[src/rtl/gb_apu_sweep_unit.sv]
// Game Boy APU channel-1 frequency sweep: shadow register, sweep timer and overflow
// handling, including the negate-lockout channel-disable quirk.
module gb_apu_sweep_unit #(
   parameter int FREQ_W      = 11,
   parameter int PACE_W      = 3,
   parameter int SHIFT_W     = 3,
   parameter int NEGATE_LOCK = 1
) (
   input  logic               clk,
   input  logic               reset,
   input  logic               clk_sweep,
   input  logic               trigger,
   input  logic [PACE_W-1:0]  sweep_pace,
   input  logic               sweep_decreasing,
   input  logic [SHIFT_W-1:0] num_sweep_shifts,
   input  logic [FREQ_W-1:0]  frequency,
   output logic [FREQ_W-1:0]  shadow_frequency,
   output logic               freq_update,
   output logic               overflow,
   output logic               sweep_active
);

   typedef enum logic [2:0] {
      S_IDLE,
      S_ARMED,
      S_CALC,
      S_CHECK,
      S_OVERFLOW
   } state_t;

   localparam logic [PACE_W:0] TIMER_ONE = {{PACE_W{1'b0}}, 1'b1};
   localparam logic [PACE_W:0] TIMER_MAX = {1'b1, {PACE_W{1'b0}}};

   // One extra bit so an add that leaves the FREQ_W range is visible as the MSB.
   function automatic logic [FREQ_W:0] sweep_calc(input logic [FREQ_W-1:0]  base,
                                                   input logic [SHIFT_W-1:0] shifts,
                                                   input logic               decr);
      logic [FREQ_W:0] delta;
      delta = {1'b0, (base >> shifts)};
      return decr ? ({1'b0, base} - delta) : ({1'b0, base} + delta);
   endfunction

   function automatic logic sweep_ovf(input logic [FREQ_W:0] value);
      return value[FREQ_W];
   endfunction

   state_t            state_q;
   state_t            state_d;
   logic [PACE_W:0]   timer;
   logic              negate_used;

   logic [FREQ_W:0]   cur_calc;
   logic              cur_ovf;
   logic              trig_ovf;
   logic              trig_active;
   logic              shift_nz;
   logic              running;
   logic              expire;
   logic              lock_hit;
   logic [PACE_W:0]   reload_val;

   logic              shadow_write;
   logic              ovf_set;
   logic              neg_set;
   logic              timer_step;

   assign shift_nz    = (num_sweep_shifts != '0);
   assign cur_calc    = sweep_calc(shadow_frequency, num_sweep_shifts, sweep_decreasing);
   assign cur_ovf     = sweep_ovf(cur_calc);
   assign trig_ovf    = shift_nz &&
                        sweep_ovf(sweep_calc(frequency, num_sweep_shifts, sweep_decreasing));
   assign trig_active = (sweep_pace != '0) || shift_nz;
   assign reload_val  = (sweep_pace == '0) ? TIMER_MAX : {1'b0, sweep_pace};
   assign running     = (state_q == S_ARMED) || (state_q == S_CALC) || (state_q == S_CHECK);
   assign expire      = clk_sweep && (timer == TIMER_ONE);
   // Having subtracted once, switching back to addition kills the channel.
   assign lock_hit    = (NEGATE_LOCK != 0) && negate_used && !sweep_decreasing && running;

   always_ff @(posedge clk or posedge reset) begin
      if (reset) begin
         state_q <= S_IDLE;
      end else begin
         state_q <= state_d;
      end
   end

   always_comb begin
      state_d = state_q;
      if (trigger) begin
         if (trig_ovf) begin
            state_d = S_OVERFLOW;
         end else if (trig_active) begin
            state_d = S_ARMED;
         end else begin
            state_d = S_IDLE;
         end
      end else if (lock_hit) begin
         state_d = S_OVERFLOW;
      end else begin
         case (state_q)
            S_ARMED: begin
               if (expire && (sweep_pace != '0)) begin
                  state_d = S_CALC;
               end
            end
            S_CALC: begin
               if (cur_ovf) begin
                  state_d = S_OVERFLOW;
               end else if (shift_nz) begin
                  state_d = S_CHECK;
               end else begin
                  state_d = S_ARMED;
               end
            end
            S_CHECK: begin
               state_d = cur_ovf ? S_OVERFLOW : S_ARMED;
            end
            default: state_d = state_q;
         endcase
      end
   end

   always_comb begin
      shadow_write = 1'b0;
      ovf_set      = 1'b0;
      neg_set      = 1'b0;
      timer_step   = 1'b0;
      if (!trigger) begin
         timer_step = running && clk_sweep;
         if (lock_hit) begin
            ovf_set = 1'b1;
         end else begin
            if ((state_q == S_CALC) || (state_q == S_CHECK)) begin
               ovf_set = cur_ovf;
            end
            if (state_q == S_CALC) begin
               shadow_write = !cur_ovf && shift_nz;
               neg_set      = sweep_decreasing && shift_nz;
            end
         end
      end
   end

   // Trigger reloads everything and wins over any sweep activity in the same cycle.
   always_ff @(posedge clk or posedge reset) begin
      if (reset) begin
         shadow_frequency <= '0;
         freq_update      <= 1'b0;
         overflow         <= 1'b0;
         sweep_active     <= 1'b0;
         timer            <= '0;
         negate_used      <= 1'b0;
      end else begin
         freq_update <= shadow_write;
         if (trigger) begin
            shadow_frequency <= frequency;
            timer            <= reload_val;
            overflow         <= trig_ovf;
            negate_used      <= shift_nz && sweep_decreasing;
            sweep_active     <= trig_active;
         end else begin
            if (shadow_write) begin
               shadow_frequency <= cur_calc[FREQ_W-1:0];
            end
            if (ovf_set) begin
               overflow <= 1'b1;
            end
            if (neg_set) begin
               negate_used <= 1'b1;
            end
            if (timer_step) begin
               timer <= (timer == TIMER_ONE) ? reload_val : (timer - TIMER_ONE);
            end
         end
      end
   end

endmodule

[config.mk]
export PLATFORM = sky130hd
export DESIGN_NAME = gb_apu_sweep_unit
export DESIGN_NICKNAME = d
export VERILOG_FILES = /design/src/rtl/gb_apu_sweep_unit.sv
export SDC_FILE = /design/constraint.sdc
export NUM_CORES = 1
export LEC_CHECK = 0
export ABC_CLOCK_PERIOD_IN_PS = 5000
export CAP_MARGIN = 20
export CELL_PAD_IN_SITES_DETAIL_PLACEMENT = 0
export CELL_PAD_IN_SITES_GLOBAL_PLACEMENT = 2
export CORE_MARGIN = 5
export CORE_UTILIZATION = 35
export CTS_CLUSTER_SIZE = 14
export DETAILED_ROUTE_END_ITERATION = 12
export PLACE_DENSITY_LB_ADDON = 0.3
export SETUP_SLACK_MARGIN = 0.1
export SYNTH_ARGS = -nofsm -noshare
export SYNTH_HDL_FRONTEND = slang
export SYNTH_SLANG_ARGS = --single-unit
[constraint.sdc]
create_clock -name clk -period 5 [get_ports clk]
set_clock_uncertainty 0.1 [all_clocks]
set_input_delay 1 -clock clk [delete_from_list [all_inputs] [get_ports clk]]
set_output_delay 1 -clock clk [all_outputs]
set_load 0.05 [all_outputs]
After elaboration in Yosys (flattened, before gate mapping)
Index checks and enable logic that the tools add are counted.
{"block": "word_totals", "word_cells": 73, "out_inout_bits": 14, "regBits": 22}
{"block": "classes", "add_sub_neg": 5, "n_shift": 2, "reduce_logical": 23, "muxes": 31, "eq_ne": 5}
{"operator": "adder 11 x 11 -> 12 bit", "n": 2}
{"operator": "2-to-1 mux 12 bit", "n": 2}
{"operator": "subtractor 11 x 11 -> 12 bit", "n": 2}
{"operator": "2-to-1 mux 11 bit", "n": 2}
{"operator": "right shift 11 x 3 -> 11 bit", "n": 2}
{"operator": "2-to-1 mux 3 bit", "n": 6}
{"operator": "2-to-1 mux 4 bit", "n": 4}
{"operator": "2-to-1 mux 1 bit", "n": 15}
{"operator": "one-hot mux 3 bit (3 select lines)", "n": 1}
{"operator": "logical AND 1 bit", "n": 8}
{"operator": "nonzero test 2 bit", "n": 4}
{"operator": "== test 3 x 2 -> 1 bit (second input constant)", "n": 2}
{"operator": "nonzero test 3 bit", "n": 2}
{"operator": "nonzero test 5 bit", "n": 1}
{"operator": "== test 4 x 1 -> 1 bit (second input constant)", "n": 1}
{"operator": "logical OR 1 bit", "n": 4}
{"operator": "inequality test 4 x 3 -> 1 bit (second input constant)", "n": 1}
{"operator": "subtractor 4 x 1 -> 4 bit (second input constant)", "n": 1}
{"operator": "== test 3 x 1 -> 1 bit (second input constant)", "n": 1}
{"operator": "zero test 3 bit", "n": 1}
{"operator": "zero test 1 bit", "n": 2}
{"operator": "2-to-1 mux 2 bit", "n": 1}
{"operator": "AND reduction 2 bit", "n": 1}

Depth between registers and ports, before layout
Gate-level depths: netlist (run 1).
{"block": "depth", "ltp_word": 10, "ltp_mapped": 21, "ltp_nobuf": 18}

Worst setup path before layout (run 1)
OpenSTA, ideal clock, no wires.
{"block": "synth_timing", "path_type": "input-to-reg", "from": "input port num_sweep_shifts[1]", "to": "register overflow", "setup_ns": 0.124, "setup_slack_ns": -0.082, "path_buffers": 4, "arrival_time_ns": 4.858, "cell_stages": 20, "cell_sequence": "buf_2 buf_1 clkbuf_1 buf_1 mux2i_1 ha_1 and2_1 and4_1 nor3b_1 nor3_1 a21oi_1 a32oi_1 ha_1 nand3_1 a2111oi_0 o21ai_1 and4_1 a41oi_1 o211ai_1 o31a_1"}
{"block": "synth_between", "elab_chain_cells": 7, "elab_cells_between_ends": 15, "classes_between": "4 x add/sub; 2 x shift; 6 x mux; 3 x reduce/logical"}
{"element": "start: declaration", "line": "15", "source": "input logic [SHIFT_W-1:0] num_sweep_shifts,"}
{"element": "right shift 11 x 3 -> 11 bit", "line": "39", "source": "delta = {1'b0, (base >> shifts)};"}
{"element": "adder 11 x 11 -> 12 bit / subtractor 11 x 11 -> 12 bit (equally long branches)", "line": "40", "source": "return decr ? ({1'b0, base} - delta) : ({1'b0, base} + delta);"}
{"element": "2-to-1 mux 12 bit", "line": "40"}
{"element": "2-to-1 mux 1 bit", "line": "133", "source": "if ((state_q == S_CALC) || (state_q == S_CHECK)) begin"}
{"element": "2-to-1 mux 1 bit", "line": "130", "source": "if (lock_hit) begin"}
{"element": "2-to-1 mux 1 bit", "line": "128", "source": "if (!trigger) begin"}
{"element": "nonzero test 2 bit (no line)"}
{"element": "end signal: assignment", "line": "158", "source": "overflow <= trig_ovf;"}
{"element": "end: declaration", "line": "19", "source": "output logic overflow,"}
Several ways; a longest one is shown, not always the timed one.
A chain may end at the register's enable or synchronous reset.

Final worst setup path (run 1)
{"block": "layout_timing", "from": "input port num_sweep_shifts[2]", "to": "register shadow_frequency[5]"}
{"block": "layout_between", "elab_chain_cells": 9, "elab_cells_between_ends": 13, "classes_between": "2 x add/sub; 1 x shift; 6 x mux; 4 x reduce/logical"}
{"element": "right shift 11 x 3 -> 11 bit", "line": "39"}
{"element": "adder 11 x 11 -> 12 bit / subtractor 11 x 11 -> 12 bit (equally long branches)", "line": "40"}
{"element": "2-to-1 mux 12 bit", "line": "40"}
{"element": "zero test 1 bit", "line": "137", "source": "shadow_write = !cur_ovf && shift_nz;"}
{"element": "logical AND 1 bit", "line": "137"}
{"element": "2-to-1 mux 1 bit", "line": "136", "source": "if (state_q == S_CALC) begin"}
{"element": "2-to-1 mux 1 bit", "line": "130"}
{"element": "2-to-1 mux 1 bit", "line": "128"}
{"element": "nonzero test 2 bit (no line)"}
{"element": "end signal: assignment", "line": "156", "source": "shadow_frequency <= frequency;"}
{"element": "end signal: assignment", "line": "163", "source": "shadow_frequency <= cur_calc[FREQ_W-1:0];"}
{"element": "end: declaration", "line": "17", "source": "output logic [FREQ_W-1:0] shadow_frequency,"}
Several ways; a longest one is shown, not always the timed one. The select of a mux whose other input is x is not followed.

==> results of run 1 <==
power by group:
| part | leakage (nW) | internal (mW) | switching, mW | total [mW] |
|---|---|---|---|---|
| Sequential | 0.266 | 0.202 | 0.0396 | 0.242 |
| Combinational | 1.65 | 0.314 | 0.327 | 0.642 |
| Clock | 0.0357 | 0.107 | 0.0665 | 0.174 |
worst paths after layout:
path	end	slack (ns)	cells past startpoint
worst max-delay path	shadow_frequency[5]	0.16	19
worst min-delay path	overflow	0.44	1
worst max register to register	shadow_frequency[5]	0.98	17
worst min register to register	overflow	0.44	1
max in group asynchronous	shadow_frequency[4]	3.12	2
min in group asynchronous	shadow_frequency[10]	1.12	2
sequential cells by signal, indices dropped and copies added (netlist names):
register and cells:
state_q 3, freq_update 1, sweep_active 1, negate_used 1, overflow 1, shadow_frequency 11, timer 4
routing by layer:
layer | share of wire (%) | vias to the layer above | routed length, microns
li1 | - | 1632 | -
met1 | 48 | 1592 | 4890
met2 | 48 | 64 | 4870
met3 | 3.0 | 11 | 307
met4 | 1.1 | 0 | 110
met5 | 0 | - | 0
Yosys cell counts (all sizes together), types with 3 or more instances:
cell type	instances	area share [%]
nor3b	6	1.6
xor2	14	4.0
a31oi	8	2.0
nor3	10	1.6
nor2	40	4.7
a22o	10	2.7
inv	15	1.8
o21ai	26	4.0
nand3	5	0.78
o31a	3	0.82
xnor2	12	3.3
nand2	15	1.8
nand2b	4	0.78
dfrtp	22	17
buf	14	3.1
clkbuf	9	1.1
nor2b	10	1.9
nor4	3	0.58
ha	25	9.7
a21o	14	3.3
a21oi	33	5.1
and3	3	0.62
nand3b	4	0.93
mux2i	25	7.9
o22ai	3	0.58
a211oi	6	1.4
mux4	10	7.0
a41oi	3	1.4
logic make-up after synthesis:
family,count (synthesis)
compound gates,127
xor+xnor,26
fa+ha+maj,26
buf+inv,38
flops,22
mux,36
simple gates,109
final cells by class:
type	instances	area, sq um
flip-flops and latches	22	551
multi-input cells	324	2580
fillers	915	4750
clock inverters	1	30.0
repair buffers	112	956
inverters	15	56.3
clock buffers	3	41.3
well taps	111	139
per-stage QoR:
step	hold slack (ns)	instances	utilization [%]	instance area (sq um)
floorplan	0.393	384	-	3220
global placement	0.414	578	45.2	4110
detailed placement	0.413	578	45.2	4110
CTS	0.443	585	46.4	4230
global route	0.458	588	47.8	4360
finish	0.440	588	47.8	4360
placed cells by master (no fill, tap or decap), types with 12 or more instances in the layout:
| cell | netlist | layout |
|---|---|---|
| a21o_1 | 14 | 14 |
| a21oi_1 | 33 | 31 |
| buf_4 | 3 | 73 |
| clkdlybuf4s50_1 | 0 | 29 |
| dfrtp_1 | 22 | 22 |
| ha_1 | 25 | 23 |
| inv_1 | 13 | 13 |
| mux2i_1 | 24 | 19 |
| nand2_1 | 15 | 15 |
| nor2_1 | 40 | 39 |
| o21ai_0 | 21 | 19 |
| xnor2_1 | 12 | 12 |
| xor2_1 | 13 | 13 |
what timing repair did:
| item | CTS | global route |
|---|---|---|
| pin swaps | 1 | 9 |
| endpoints found under the setup margin | 4 | 15 |
| gates cloned | 0 | 1 |
| hold buffers | 0 | 0 |
| buffers inserted | 3 | 2 |
| gates resized for setup | 7 | 34 |
worst register-to-register path: cells and delay by family (launching register included):
family                     cells  cell delay, ns
DFF                            1            0.52
buffers and inverters          1            0.21
AOI/OAI and AO/OA              6            0.72
muxes                          3            1.02
and+or+nand+nor                5            0.81
adders and majority gates      2            0.58
==> metrics, run 1 <==
Die Y-Extent around 110 microns; Synth Flop Type dfrtp_1; VDD IR max 129 uV; drt wl/cell about 17 microns; RePlAce Congestion about 0.9; die area 0.0112 sq mm; clock insertion delay at the later pin of the skew report between 0.2 and 0.3 ns; Final Cycle Share a little over nine tenths; CP Launch Point num_sweep_shifts[2]; share of layout cells above drive strength 1 about a quarter; vias in the first global route around 3200; Critical Path RT 5.11 ns; critical path class in -> reg; H-tree Lvls 1; clock buffer depth 2; final hold vios 0; initial antenna violation count 0; CP Cell Sequence clkdlybuf4s50_1, buf_6, mux4_2, mux2i_4, ha_2, and3_4, nand3_2, nor2_2, o2111a_1, a21oi_1, ha_1, a21oi_2, nor3b_2, a21boi_2, nand3b_1, mux2i_2, buf_4, a22o_1, a21o_1; Post-Synth XOR/XNOR Area around 7.3%; MaxCap Viol Count 0; unrepaired setup endpoints after global routing true; core outline area slightly above 0.009 sq mm; Residual DRC 0; Adder-Cell Fraction of Synth Area 10.3%; Root Driver clkbuf_8; Routed Antenna Nets 0; first-pass GRT wire length 16.2 mm; Via density 5.61; largest net degree at the start of global routing 27; setup TNS 0 ns; Max-slew headroom a little over a third; R2R Path Start shadow_frequency[8]; worst slack, placed -0.407 ns; Initial Util 35.3%; total power roughly 1.1 mW; Layout area overhead 35.4%; average cell area after synthesis around 8.4 sq um; cell family with most CP delay multiplexers; Startpoint Class primary input; critical path's slowest cell mux4_2; final worst slack 0.158 ns; Nets about 530; GR Overflow Total 0; CP arrival roughly 5.0 ns; CTS buffer count 3; CTS tree done; Detailed Routing Iterations Pass 1 4; count of final setup violators 0; drt first-iter violations approximately 220; final WL between 10 and 15 mm; row cnt 35; Tmin final 4.84 ns; FMAX ~210 MHz; post-synthesis compound-gate area fraction a little over a quarter; Post-synth EDFFs 0; clock sinks 22; CP peak stage delay 0.55 ns; Netlist cell types between 60 and 70; sequential-to-total area share from yosys stat 17.1%; Worst-path clk slew around 0.10 ns; mux cell area share after synthesis 15.2%; simple-gate share of the synthesized area between 15 and 20%; Synth Warn # 0; CP Max Fanout 8; GRT Max-Usage Layer met2; met2 Resource Use GR between 20% and 30%; Async SR Flop Fraction 100%; LEAKAGE between 1.5 and 2 nW; I/O Buffers 35; max-slew violation count 0; Hold Path Class reg -> reg; flops & latches, synth 22; met3 Resource Use GR under 10%; Worst Tran Pin Value between 0.9 and 1 ns; CP endpoint kind flip-flop; synthesized area 0.00322 sq mm; Cells after Synth around 380; combinational family with the most area after synthesis compound AO/OA/AOI/OAI gates; HP Start overflow; Final HPWL DP between 7 and 8 mm; P per Cell Area between 200 and 250 mW/mm^2; CP bufs+invs 3; IO Pins 36; Die X roughly 110 microns; # diodes 0; total track usage between 10% and 20%; syn_nets approximately 430; status completed; Via Count around 3300; met1 Use GR between 20% and 30%
(Power assumes the default switching activity.)
==> run 2: changes to the inputs <==
--- a/config.mk
+++ b/config.mk
@@ -5,7 +5,7 @@
 export SDC_FILE = /design/constraint.sdc
 export NUM_CORES = 1
 export LEC_CHECK = 0
-export ABC_CLOCK_PERIOD_IN_PS = 5000
+export ABC_CLOCK_PERIOD_IN_PS = 4700
 export CAP_MARGIN = 20
 export CELL_PAD_IN_SITES_DETAIL_PLACEMENT = 0
 export CELL_PAD_IN_SITES_GLOBAL_PLACEMENT = 2
@@ -13,6 +13,7 @@
 export CORE_UTILIZATION = 35
 export CTS_CLUSTER_SIZE = 14
 export DETAILED_ROUTE_END_ITERATION = 12
+export MAX_ROUTING_LAYER = met4
 export PLACE_DENSITY_LB_ADDON = 0.3
 export SETUP_SLACK_MARGIN = 0.1
 export SYNTH_ARGS = -nofsm -noshare
==> constraint.sdc (replaced) <==
create_clock -name clk -period 4.7 [get_ports clk]
set_clock_uncertainty 0.1 [all_clocks]
set_input_delay 0.94 -clock clk [delete_from_list [all_inputs] [get_ports clk]]
set_output_delay 0.94 -clock clk [all_outputs]
set_load 0.05 [all_outputs]
==> metrics, run 2 (synthesis gave the netlist of run 1 again) <==
placed insts 592; hold_buf cts 0; FMAX 226 MHz; largest net degree at the start of global routing 24; Detailed Routing Iterations Pass 1 4; clock insertion delay at the later pin of the skew report around 0.27 ns; first-pass GRT wire length roughly 17 mm; Root Driver clkbuf_8; Tmin final 4.43 ns; Non-Filler Instances between 600 and 700; Via Count between 3000 and 4000; Via density between 5 and 6; drt first-iter violations between 150 and 200; HP Start sweep_active; largest reg by FF count shadow_frequency; drt wl/cell about 17 microns; critical path class in -> reg; R2R Path Start shadow_frequency[8]; status completed; clock sinks 22; Die Y-Extent between 100 and 150 microns; vias in the first global route ~3400; Final HPWL DP 8.00 mm; clock buffer depth 2; CP Cell Sequence dlygate4sd2_1, mux4_2, mux2i_2, ha_2, and2_4, and4_1, nor3b_4, nor3_1, a21oi_1, a32oi_1, ha_1, nand3_2, a2111oi_4, o21ai_1, and4_4, mux2i_1, o211ai_1, o31a_1; initial antenna violation count 0; max reg flops 11; Initial Util between 30% and 40%; CTS buffer count 3; R2R Setup Slk approximately 0.67 ns; Worst Tran Pin Value 0.948 ns; H-tree Lvls 1; row cnt 35; RePlAce Congestion about 0.87; unrepaired setup endpoints after global routing false; I/O Buffers 35; Hold Path Depth 2; most common cell after layout, fill and taps aside buf_4; Max-slew headroom a little over a third; CTS tree done; Routed Antenna Nets 0; design area around 0.0046 sq mm; # diodes 0; critical path's slowest cell mux4_2; Worst Setup EP state_q[2]; CP arrival around 4.5 ns; Die X roughly 110 microns; CP Depth 18; Worst R2R End shadow_frequency[0]; CP Max Fanout 4; Critical Path RT 4.81 ns; core outline area about 0.0091 sq mm; Nets around 550; placed standard-cell area between 0.004 and 0.005 sq mm; MaxCap Viol Count 0; final hold vios 0; Worst-path clk slew 0.09 ns; final WL roughly 11 mm; share of layout cells above drive strength 1 30.9%; cell family with most CP delay compound AO/OA/AOI/OAI gates; Residual DRC 0; CP peak stage delay 0.50 ns; worst-case reg-to-reg path depth 17; Fin Hold WS between 0.4 and 0.5 ns; Startpoint Class primary input; GR Overflow Total 0; max-slew violation count 0; P per Cell Area between 200 and 300 mW/mm^2; CP Launch Point frequency[1]; IO Pins 36; commonest non-fill, non-tap cells in the layout 90 x buf_4, 39 x nor2_1, 31 x a21oi_1, 23 x ha_1, 23 x clkdlybuf4s50_1; die area between 0.01 and 0.015 sq mm; Layout area overhead 43.7%; VDD IR max between 100 and 150 uV; CP bufs+invs 1; LEAKAGE 2.05 nW; total track usage 19.5%; Final Cycle Share approximately 94%; CP endpoint kind flip-flop; largest registers shadow_frequency: 11 flops, timer: 4 flops, state_q: 3 flops; Hold Path Class reg -> reg; count of final setup violators 0
[run 2: cell count changes in the layout (fill, tap and decap cells not counted), moves of 2 or more]
cell             previous run  this run
buf_4                      73        90
clkdlybuf4s50_1            29        23
dlygate4sd2_1               1         6
buf_6                       3         7
dlymetal6s2s_1              4         0
clkdlybuf4s15_1             0         3
a22oi_1                     2         0
a22oi_2                     0         2
clkbuf_2                    0         2
mux2i_1                    19        17
nor3b_4                     1         3
[run 2: where the power goes]
| group | internal [mW] | switching (mW) |
|---|---|---|
| clock | 0.114 | 0.0673 |
| combinational | 0.371 | 0.387 |
| sequential | 0.215 | 0.0423 |
[run 2: timing repair]
item	CTS	global route
buffers inserted	10	2
pin swaps	13	15
cloned	2	0
gates resized for setup	41	32
endpoints found under the setup margin	16	16
[run 2: layer usage]
layer	global-route usage (%)	up-vias	share of wire, %	wire (microns)
met5	-	-	0	0
met4	4.26	0	1.2	124
met3	1.71	9	4.2	443
met2	31.9	69	48	5040
met1	26.4	1642	47	4910
li1	-	1675	-	-
[run 2: area by class of cell]
type	instances	area [sq um]
multi-input cells	325	2690
fillers	898	4490
repair buffers	133	1110
clock inverters	1	30.0
flip-flops and latches	22	551
well taps	111	139
clock buffers	3	41.3
inverters	15	56.3
[run 2: worst reg2reg max path: cells and delay by family (launching register included)]
family	cells	cell delay, ns
multiplexers	3	1.01
AND/OR/NAND/NOR	5	0.91
AO/OA/AOI/OAI	6	0.78
adder cells (fa/ha/maj)	2	0.49
buffers and inverters	1	0.17
flip-flops	1	0.51
[run 2: worst min-delay path by stage]
stage	slack (ns)	endpoint
floorplan	0.39	timer[3]
global placement	0.41	sweep_active
detailed placement	0.43	overflow
CTS	0.45	timer[3]
global route	0.46	overflow
finish	0.45	sweep_active
[run 2: per-stage QoR]
| step | util, % | total power, mW | TNS [ns] | setup slack [ns] |
|---|---|---|---|---|
| 6_report | 50.7 | 1.20 | 0 | 0.272 |
| 5_1_grt | 50.7 | 1.28 | 0 | 0.0899 |
| 4_1_cts | 49.4 | 1.18 | 0 | 0.118 |
| 3_5_place_dp | 46.4 | 0.941 | -7.88 | -0.601 |
| 3_3_place_gp | 46.4 | 0.935 | -7.89 | -0.606 |
| 2_1_floorplan | - | 0.673 | 0 | 0.102 |
==> run 3: changes to the inputs <==
--- a/config.mk
+++ b/config.mk
@@ -5,7 +5,6 @@
 export SDC_FILE = /design/constraint.sdc
 export NUM_CORES = 1
 export LEC_CHECK = 0
-export ABC_CLOCK_PERIOD_IN_PS = 4700
 export CAP_MARGIN = 20
 export CELL_PAD_IN_SITES_DETAIL_PLACEMENT = 0
 export CELL_PAD_IN_SITES_GLOBAL_PLACEMENT = 2
@@ -13,9 +12,11 @@
 export CORE_UTILIZATION = 35
 export CTS_CLUSTER_SIZE = 14
 export DETAILED_ROUTE_END_ITERATION = 12
+export GPL_TIMING_DRIVEN = 0
 export MAX_ROUTING_LAYER = met4
 export PLACE_DENSITY_LB_ADDON = 0.3
 export SETUP_SLACK_MARGIN = 0.1
+export SLEW_MARGIN = 20
 export SYNTH_ARGS = -nofsm -noshare
 export SYNTH_HDL_FRONTEND = slang
 export SYNTH_SLANG_ARGS = --single-unit
==> metrics, run 3 (synthesis gave the netlist of run 1 again) <==
setup TNS 0 ns; total power 1.07 mW; Final Cycle Share a little over nine tenths; clock sinks 22; status completed; design area 0.00415 sq mm; LEAKAGE ~1.8 nW; Residual DRC 0; Final HPWL DP 7.69 mm; # diodes 0; commonest non-fill, non-tap cells in the layout 40 x nor2_1, 31 x a21oi_1, 24 x ha_1, 22 x dfrtp_1, 22 x clkdlybuf4s50_1; NetSw 0.458 mW; first-pass GRT wire length around 17 mm; # fillers between 900 and 1000; row cnt 35; Initial Util a little over a third; Die X around 110 microns; Startpoint Class primary input; Via Count ~3100; Critical Path RT between 4 and 5 ns; Sequential Power Share 23.5%; Pint roughly 0.61 mW; critical path class in -> reg; I/O Buffers 33; final worst slack ~0.14 ns; MaxCap Viol Count 0; CP Max Fanout 4; die area between 0.01 and 0.015 sq mm; largest net degree at the start of global routing 23; drt wl/cell about 18 microns; CTS buffer count 3; Max-slew headroom between 30% and 40%; Die Y-Extent 106 microns; initial antenna violation count 0; max reg flops 11; GR Overflow Total 0; Hold Path Class reg -> reg; CP arrival 4.68 ns; CTS tree done; max-slew violation count 0; Comb pwr share a little under 60%; largest registers shadow_frequency: 11 flops, timer: 4 flops, state_q: 3 flops; core outline area about 0.009 sq mm; Detailed Routing Iterations Pass 1 4; unrepaired setup endpoints after global routing true; hold_buf cts 0; CP endpoint kind flip-flop; clock buffer depth 2; Worst Tran Pin Value slightly above 0.9 ns; Switching Share a little over two fifths; Routed Antenna Nets 0; placed standard-cell area 0.00372 sq mm; IO Pins 36; Layout area overhead 29.1%; final hold vios 0; Root Driver clkbuf_8; worst slack, placed -1.20 ns; Worst-path clk slew about 0.090 ns; drt first-iter violations approximately 150; clock insertion delay at the later pin of the skew report 0.28 ns; Tmin final approximately 4.6 ns; final WL a little over 10 mm; Clk pwr share 17.6%; H-tree Lvls 1; Nets a little under 500; VDD IR max about 140 uV; Via density around 5.7; FMAX 219 MHz; count of final setup violators 0; R2R Setup Slk 0.52 ns; most common cell after layout, fill and taps aside nor2_1; total track usage 19.1%; RePlAce Congestion 0.883; share of layout cells above drive strength 1 around 21%; P per Cell Area 257 mW/mm^2; Fin Hold WS around 0.42 ns; vias in the first global route around 3200; largest reg by FF count shadow_frequency
run 3: cell types whose count changed in the layout (fill, tap and decap cells not counted), moves of 3 or more:
| cell | delta |
|---|---|
| buf_4 | -70 |
| clkbuf_1 | +6 |
| buf_2 | +5 |
| clkdlybuf4s15_2 | +4 |
| clkdlybuf4s15_1 | -3 |
run 3: area by class of cell:
class / instances / area, sq um / share of cell area, %
sequential: 22 / 551 / 13.3
inverter: 15 / 56.3 / 1.36
buffer: 23 / 224 / 5.39
tap: 111 / 139 / 3.34
timing repair buffer: 53 / 465 / 11.2
multi-input combinational: 324 / 2650 / 63.7
clock inverter: 1 / 30.0 / 0.723
clock buffer: 3 / 41.3 / 0.994
run 3: through the flow:
| step | utilization [%] | instances |
|---|---|---|
| 6_report | 45.6 | 552 |
| 5_1_grt | 45.6 | 552 |
| 4_1_cts | 43.9 | 544 |
| 3_5_place_dp | 40.9 | 528 |
| 3_3_place_gp | 40.9 | 528 |
| 2_1_floorplan | - | 384 |
run 3: worst paths after layout:
path | startpoint | end | depth (start not counted)
setup reg to reg | shadow_frequency[8] | shadow_frequency[0] | 16
max in group asynchronous | reset | state_q[1] | 2
setup / recovery | frequency[2] | state_q[2] | 18
hold / removal | overflow | overflow | 1
min in group asynchronous | reset | shadow_frequency[8] | 2
hold reg to reg | overflow | overflow | 1
run 3: timing repair:
| action | CTS | global route |
|---|---|---|
| buffers inserted | 12 | 8 |
| resized for setup | 62 | 21 |
| setup endpoints to repair | 16 | 16 |
| pin swaps | 5 | 8 |
run 3: worst max-delay path, cell delays in order:
cell and delay [ns]:
dlygate4sd2_1 0.30, mux4_2 0.52, mux2i_2 0.20, ha_2 0.21, and2_4 0.15, and4_4 0.23
nor3b_4 0.21, nor3_2 0.06, a21oi_1 0.14, a32oi_1 0.12, ha_1 0.36, nand3_2 0.12
a2111oi_4 0.21, o21ai_2 0.12, and4_4 0.18, mux2i_1 0.11, o211ai_1 0.31, o31a_1 0.19
run 3: power by group through the flow:
| stage | combinational [mW] | clock (mW) | sequential (mW) |
|---|---|---|---|
| finish | 0.630 | 0.188 | 0.251 |
| global route | 0.700 | 0.199 | 0.256 |
| CTS | 0.593 | 0.192 | 0.251 |
| detailed placement | 0.563 | 0 | 0.255 |
| global placement | 0.560 | 0 | 0.254 |
| floorplan | 0.394 | 0 | 0.279 |
run 3: per-layer routing:
metal / vias up / wire length (microns) / global-route usage, %
met5: - / 0 / -
met4: 0 / 210 / 5.64
met2: 65 / 4740 / 31.0
met3: 15 / 424 / 1.78
met1: 1506 / 4750 / 25.3
li1: 1555 / - / -
